File: src/rtl/syscall_console.sv
// syscall_console: syscall responder for the single-cycle MIPS core.
// Handles print_int (code 1), print_char (code 11) and exit (code 10).
// Characters leave on a valid/ready byte port. Every output is registered.
// Optional feature macro SYSCALL_NEWLINE_EN: when defined, each print request
// is followed by a newline byte (0x0A).
module syscall_console (
    input  logic        clock,
    input  logic        reset,
    input  logic        req,
    input  logic [31:0] v0,
    input  logic [31:0] a0,
    output logic        ack,
    output logic        busy,
    output logic        char_valid,
    output logic [7:0]  char_data,
    input  logic        char_ready,
    output logic        halted,
    output logic        err
);

    typedef enum logic [2:0] {
        ST_IDLE = 3'd0,
        ST_SIGN = 3'd1,
        ST_CONV = 3'd2,
        ST_EMIT = 3'd3,
        ST_CHAR = 3'd4,
        ST_NL   = 3'd5,
        ST_DONE = 3'd6,
        ST_HALT = 3'd7
    } state_t;

    // Powers of ten used by the repeated-subtraction decimal converter.
    function automatic logic [31:0] pow10(input logic [3:0] idx);
        case (idx)
            4'd0:    pow10 = 32'd1;
            4'd1:    pow10 = 32'd10;
            4'd2:    pow10 = 32'd100;
            4'd3:    pow10 = 32'd1000;
            4'd4:    pow10 = 32'd10000;
            4'd5:    pow10 = 32'd100000;
            4'd6:    pow10 = 32'd1000000;
            4'd7:    pow10 = 32'd10000000;
            4'd8:    pow10 = 32'd100000000;
            4'd9:    pow10 = 32'd1000000000;
            default: pow10 = 32'd1;
        endcase
    endfunction

    state_t      state_r, state_next_s;
    logic [31:0] mag_r, mag_next_s;
    logic [3:0]  pidx_r, pidx_next_s;
    logic [3:0]  digit_r, digit_next_s;
    logic        started_r, started_next_s;
    logic [7:0]  char_r, char_next_s;
    logic        halted_r, halted_next_s;
    logic        err_r, err_next_s;
    logic [7:0]  byte_next_s;
    logic        valid_next_s;
    logic [31:0] pow_s;

    // Next-state, datapath and next-output computation.
    always_comb begin
        state_next_s   = state_r;
        mag_next_s     = mag_r;
        pidx_next_s    = pidx_r;
        digit_next_s   = digit_r;
        started_next_s = started_r;
        char_next_s    = char_r;
        halted_next_s  = halted_r;
        err_next_s     = err_r;
        byte_next_s    = char_data;
        pow_s          = pow10(pidx_r);
        case (state_r)
            ST_IDLE: begin
                if (req) begin
                    err_next_s  = 1'b0;
                    char_next_s = a0[7:0];
                    if (v0 == 32'd1) begin
                        pidx_next_s    = 4'd9;
                        digit_next_s   = 4'd0;
                        started_next_s = 1'b0;
                        if (a0[31]) begin
                            // Two's complement magnitude; 0x80000000 stays 2^31 unsigned.
                            mag_next_s   = ~a0 + 32'd1;
                            state_next_s = ST_SIGN;
                            byte_next_s  = 8'h2D;
                        end else begin
                            mag_next_s   = a0;
                            state_next_s = ST_CONV;
                        end
                    end else if (v0 == 32'd11) begin
                        state_next_s = ST_CHAR;
                        byte_next_s  = a0[7:0];
                    end else if (v0 == 32'd10) begin
                        halted_next_s = 1'b1;
                        state_next_s  = ST_DONE;
                    end else begin
                        err_next_s   = 1'b1;
                        state_next_s = ST_DONE;
                    end
                end else begin
                    state_next_s = ST_IDLE;
                end
            end
            ST_SIGN: begin
                if (char_ready) begin
                    state_next_s = ST_CONV;
                end else begin
                    state_next_s = ST_SIGN;
                end
            end
            ST_CONV: begin
                if (mag_r >= pow_s) begin
                    mag_next_s   = mag_r - pow_s;
                    digit_next_s = digit_r + 4'd1;
                end else if ((digit_r != 4'd0) || started_r || (pidx_r == 4'd0)) begin
                    state_next_s = ST_EMIT;
                    byte_next_s  = 8'h30 + {4'h0, digit_r};
                end else begin
                    // Leading zero: skip this position silently.
                    pidx_next_s = pidx_r - 4'd1;
                end
            end
            ST_EMIT: begin
                if (char_ready) begin
                    started_next_s = 1'b1;
                    digit_next_s   = 4'd0;
                    if (pidx_r == 4'd0) begin
                        state_next_s = ST_NL;
                        byte_next_s  = 8'h0A;
                    end else begin
                        pidx_next_s  = pidx_r - 4'd1;
                        state_next_s = ST_CONV;
                    end
                end else begin
                    state_next_s = ST_EMIT;
                end
            end
            ST_CHAR: begin
                if (char_ready) begin
                    state_next_s = ST_NL;
                    byte_next_s  = 8'h0A;
                end else begin
                    state_next_s = ST_CHAR;
                end
            end
            ST_NL: begin
`ifdef SYSCALL_NEWLINE_EN
                if (char_ready) begin
                    state_next_s = ST_DONE;
                end else begin
                    state_next_s = ST_NL;
                end
`else
                state_next_s = ST_DONE;
`endif
            end
            ST_DONE: begin
                if (halted_r) begin
                    state_next_s = ST_HALT;
                end else begin
                    state_next_s = ST_IDLE;
                end
            end
            ST_HALT: begin
                state_next_s = ST_HALT;
            end
            default: begin
                state_next_s = ST_IDLE;
            end
        endcase
    end

    // Which next states present a byte on the character port.
    always_comb begin
        case (state_next_s)
            ST_SIGN: valid_next_s = 1'b1;
            ST_EMIT: valid_next_s = 1'b1;
            ST_CHAR: valid_next_s = 1'b1;
`ifdef SYSCALL_NEWLINE_EN
            ST_NL:   valid_next_s = 1'b1;
`endif
            default: valid_next_s = 1'b0;
        endcase
    end

    // State, datapath and registered-output update.
    always_ff @(posedge clock or posedge reset) begin
        if (reset) begin
            state_r    <= ST_IDLE;
            mag_r      <= 32'd0;
            pidx_r     <= 4'd0;
            digit_r    <= 4'd0;
            started_r  <= 1'b0;
            char_r     <= 8'd0;
            halted_r   <= 1'b0;
            err_r      <= 1'b0;
            ack        <= 1'b0;
            busy       <= 1'b0;
            char_valid <= 1'b0;
            char_data  <= 8'd0;
        end else begin
            state_r    <= state_next_s;
            mag_r      <= mag_next_s;
            pidx_r     <= pidx_next_s;
            digit_r    <= digit_next_s;
            started_r  <= started_next_s;
            char_r     <= char_next_s;
            halted_r   <= halted_next_s;
            err_r      <= err_next_s;
            ack        <= (state_next_s == ST_DONE);
            busy       <= (state_next_s != ST_IDLE) && (state_next_s != ST_HALT);
            char_valid <= valid_next_s;
            char_data  <= byte_next_s;
        end
    end

    assign halted = halted_r;
    assign err    = err_r;

endmodule

File: config.mk
export PLATFORM = sky130hd
export DESIGN_NAME = syscall_console
export DESIGN_NICKNAME = d
export VERILOG_FILES = /design/src/rtl/syscall_console.sv
export SDC_FILE = /design/constraint.sdc
export NUM_CORES = 1
export LEC_CHECK = 0
export CELL_PAD_IN_SITES_DETAIL_PLACEMENT = 1
export CELL_PAD_IN_SITES_GLOBAL_PLACEMENT = 1
export CORE_UTILIZATION = 30
export CTS_CLUSTER_SIZE = 28
export DETAILED_ROUTE_END_ITERATION = 12
export PLACE_DENSITY_LB_ADDON = 0.25
export RECOVER_POWER = 100
export SETUP_SLACK_MARGIN = 0.3
export SLEW_MARGIN = 20
export SYNTH_ARGS = -nofsm -noshare
export SYNTH_HDL_FRONTEND = slang
export SYNTH_SLANG_ARGS = --single-unit
File: constraint.sdc
create_clock -name clock -period 6.1 [get_ports clock]
set_input_delay 1.22 -clock clock [delete_from_list [all_inputs] [get_ports clock]]
set_output_delay 1.22 -clock clock [all_outputs]
set_load 0.02 [all_outputs]
==> qor.yml <==
routed_wl_microns: 19000
final_util: 0.378
relSlewSlack: -1.29
diodes: 0
syn-instance-count: 723
cts_tree: "done"
antenna_found_initial: 0
fin_crit_sh: 0.805
avgSynthCellArea_sq_um: 7.73
rsz0062_at_grt: "false"
synth_top_cells_by_count: "81 x nand2_1, 72 x a21oi_1, 65 x nor2_1, 62 x o21ai_0, 57 x dfrtp_1"
grt_max_degree: 58
max_freq_mhz: 204
async_flop_share: 1.00
vias: 5713
worstRegToRegCells: 12
synthAdderAreaFrac: 0.0909
cp-end-kind: "register"
cts_hold_buffers: 0
synth-edff-count: 0
hold_viol_final: 0
crit_chain: "nor2b_1 > nand2_1 > ha_1 > a21o_1 > a21o_1 > a2111oi_0 > o21ai_0 > nor2_1 > o21ai_4 > clkbuf_2 > o21ai_0 > a21oi_1"
start_util: 0.309
dpl.hpwl_microns: 14700
place_congestion: 0.892
tightest_slew_ns: 3.43
cp.required_ns: 6.29
clk_path_buf_depth: 2
slowest_stage: "a2111oi_0"
vdd_drop_max_mv: 0.247
cts.reportedPaths.clkPinSlew_ns: 0.06
die_w_microns: 138
portBuffers: 80
grt_pass1_wl_microns: 31300
worstPathMaxFanout: 30
cp.arrival_ns: 5.10
slowest_delay_ns: 0.68
regArea_sq_um: 1430
worstSetupStartpointType: "register"
fillers: 2195
numCtsBuffers: 9
die-area_sq_um: 19200
io_pins: 81
synthFlopType: "dfrtp_1"
drt_iter0_drc: 223
synth_warnings: 0
antenna_left: 0
violations: "design-rule violations, max-capacitance violations, max-slew violations"
synthTopCellsByArea: "dfrtp_1 26%, ha_1 8.7%, a21oi_1 6.5%"
drv_cap: 1
die_y_microns: 138
path_class: "register to register"
synth_compound_area_frac: 0.274
layout-drive-gt1-share: 0.0519
rows: 49
synth_mux_area_frac: 0.0228
min_period_ns: 4.91
final_max_slew_viol_count: 58
synth_simple_gate_area_frac: 0.225
seq_area_frac_synth: 0.255
synthToLayoutAreaGrowth_pct: 22.4
post-cts-setup-buffers: 0
synth_top_family_by_area: "compound AO/OA/AOI/OAI gates"
setup_viol: 0
grtUsageTotal: 0.203
yosysUniqueCellTypes: 72
synth_top_cell_by_area: "dfrtp_1"
r2r_start: "pidx_r[3]$_DFFE_PP0P_"
power_mw: 4.47
synth_xor_area_frac: 0.0862
vias_per_cell: 5.61
ctsResizeCount: 0
yosys.area.top_type_share: 0.255
rr_endpoint: "mag_r[15]$_DFFE_PP0P_"
finClkSkew_ns: 0.00795
drc: 2
clock-root-buffer: "clkbuf_16"
layout.nets: 894
h-tree-depth: 3
rrSetupSlack_ns: 1.19
cp-startpoint: "pidx_r[3]$_DFFE_PP0P_"
grt_pass1_vias: 5922
fp.coreArea_sq_um: 18100
tns_ns: 0
crit_end: "mag_r[15]$_DFFE_PP0P_"
cts.sinks: 57
multiInputGateArea_sq_um: 3900
dr.pass1.iters: 8
power.density_nw_per_um2: 654
status: "complete, but fails checks"
clock_latency_ns: 0.34
synth_most_common_cell: "nand2_1"
synth_nets: 831
synth_area_sq_um: 5590
hp-class: "register to register"
power_leakage_nw: 2.66
globalRouteOverflowTotal: 0
ys_ff_latch: 57
post_drt_wl_per_cell_microns: 18.6
## area by class of cell
cell class,count,share of cell area
well taps,229,0.0419
clock buffers,11,0.0340
inverters,27,0.0148
repair buffers,87,0.123
clock inverters,4,0.00659
multi-input cells,604,0.571
flip-flops and latches,57,0.209
## worst min-delay path by stage
stage	slack [ns]	start	endpoint	cells after the start
floorplan	0.46	mag_r[22]$_DFFE_PP0P_	mag_r[22]$_DFFE_PP0P_	2
global placement	0.49	mag_r[22]$_DFFE_PP0P_	mag_r[22]$_DFFE_PP0P_	2
detailed placement	0.49	started_r$_DFFE_PP0P_	started_r$_DFFE_PP0P_	1
CTS	0.51	mag_r[22]$_DFFE_PP0P_	mag_r[22]$_DFFE_PP0P_	2
global route	0.52	char_data[1]$_DFFE_PP0P_	char_data[1]$_DFFE_PP0P_	1
finish	0.51	char_data[5]$_DFFE_PP0P_	char_data[5]$_DFFE_PP0P_	1
## where the power goes
part           total [mW]  switching [mW]  internal [mW]
sequential          0.755           0.182          0.573
clock               0.501           0.189          0.312
combinational        3.22            1.97           1.25
## stage by stage
stage / hold WS (ns) / std cells / cell area (sq um) / setup slack (ns)
4_1_cts: 0.515 / 1019 / 6860 / 1.45
5_1_grt: 0.520 / 1019 / 6840 / 0.733
3_3_place_gp: 0.486 / 1004 / 6580 / 1.63
3_5_place_dp: 0.495 / 1004 / 6580 / 1.44
2_1_floorplan: 0.456 / 723 / 5590 / 2.57
6_report: 0.505 / 1019 / 6840 / 1.19
## state kept, by name, indices dropped and copies added, names as in the netlist
name	count
ack	1
busy	1
char_data	8
char_valid	1
digit_r	4
err	1
halted	1
mag_r	32
pidx_r	4
started_r	1
state_r	3
## worst max-delay path, delay by kind of cell (launching register included)
kind	cells	cell delay, ns
compound gates	7	2.11
simple gates	3	1.15
flops	1	0.52
fa+ha+maj	1	0.48
buf+inv	1	0.48
## logic make-up (layout without fill, tap and decap cells)
| logic type | after synthesis | after routing |
|---|---|---|
| muxes | 12 | 12 |
| xor gates and xnor gates | 55 | 55 |
| and+or+nand+nor | 255 | 255 |
| AOI/OAI and AO/OA | 242 | 242 |
| adders and majority gates | 40 | 40 |
| buffers and inverters | 62 | 129 |
| DFF | 57 | 57 |
## routing by layer
| layer | up-vias | global-route usage | part of all wire |
|---|---|---|---|
| met1 | 2800 | 0.260 | 0.45 |
| met3 | 24 | 0.0333 | 0.047 |
| li1 | 2756 | - | - |
| met4 | 0 | 0.0485 | 0.015 |
| met5 | - | 0 | 0 |
| met2 | 133 | 0.354 | 0.48 |
## layout by cell type (no fill, tap or decap), types with 5 or more instances in the layout
cell             instances
a31oi_1                 11
xor2_1                  26
a21o_1                  18
mux2i_1                  6
or3_1                    7
clkdlybuf4s50_1         65
o31ai_1                 13
nand2_1                 81
o21a_1                   9
inv_1                   26
nand2b_1                13
dfrtp_1                 57
and3_1                   5
nor4_1                  12
a22oi_1                  5
nor2b_1                  5
nand4_1                  9
o211ai_1                 5
nor3_1                  13
nor2_1                  66
o21ai_0                 62
mux2_2                   6
clkbuf_16                9
nand3_1                 21
xnor2_1                 29
dlygate4sd3_1           15
o22ai_1                  6
a21oi_1                 72
ha_1                    39
Power figures use the tool's default switching activity.
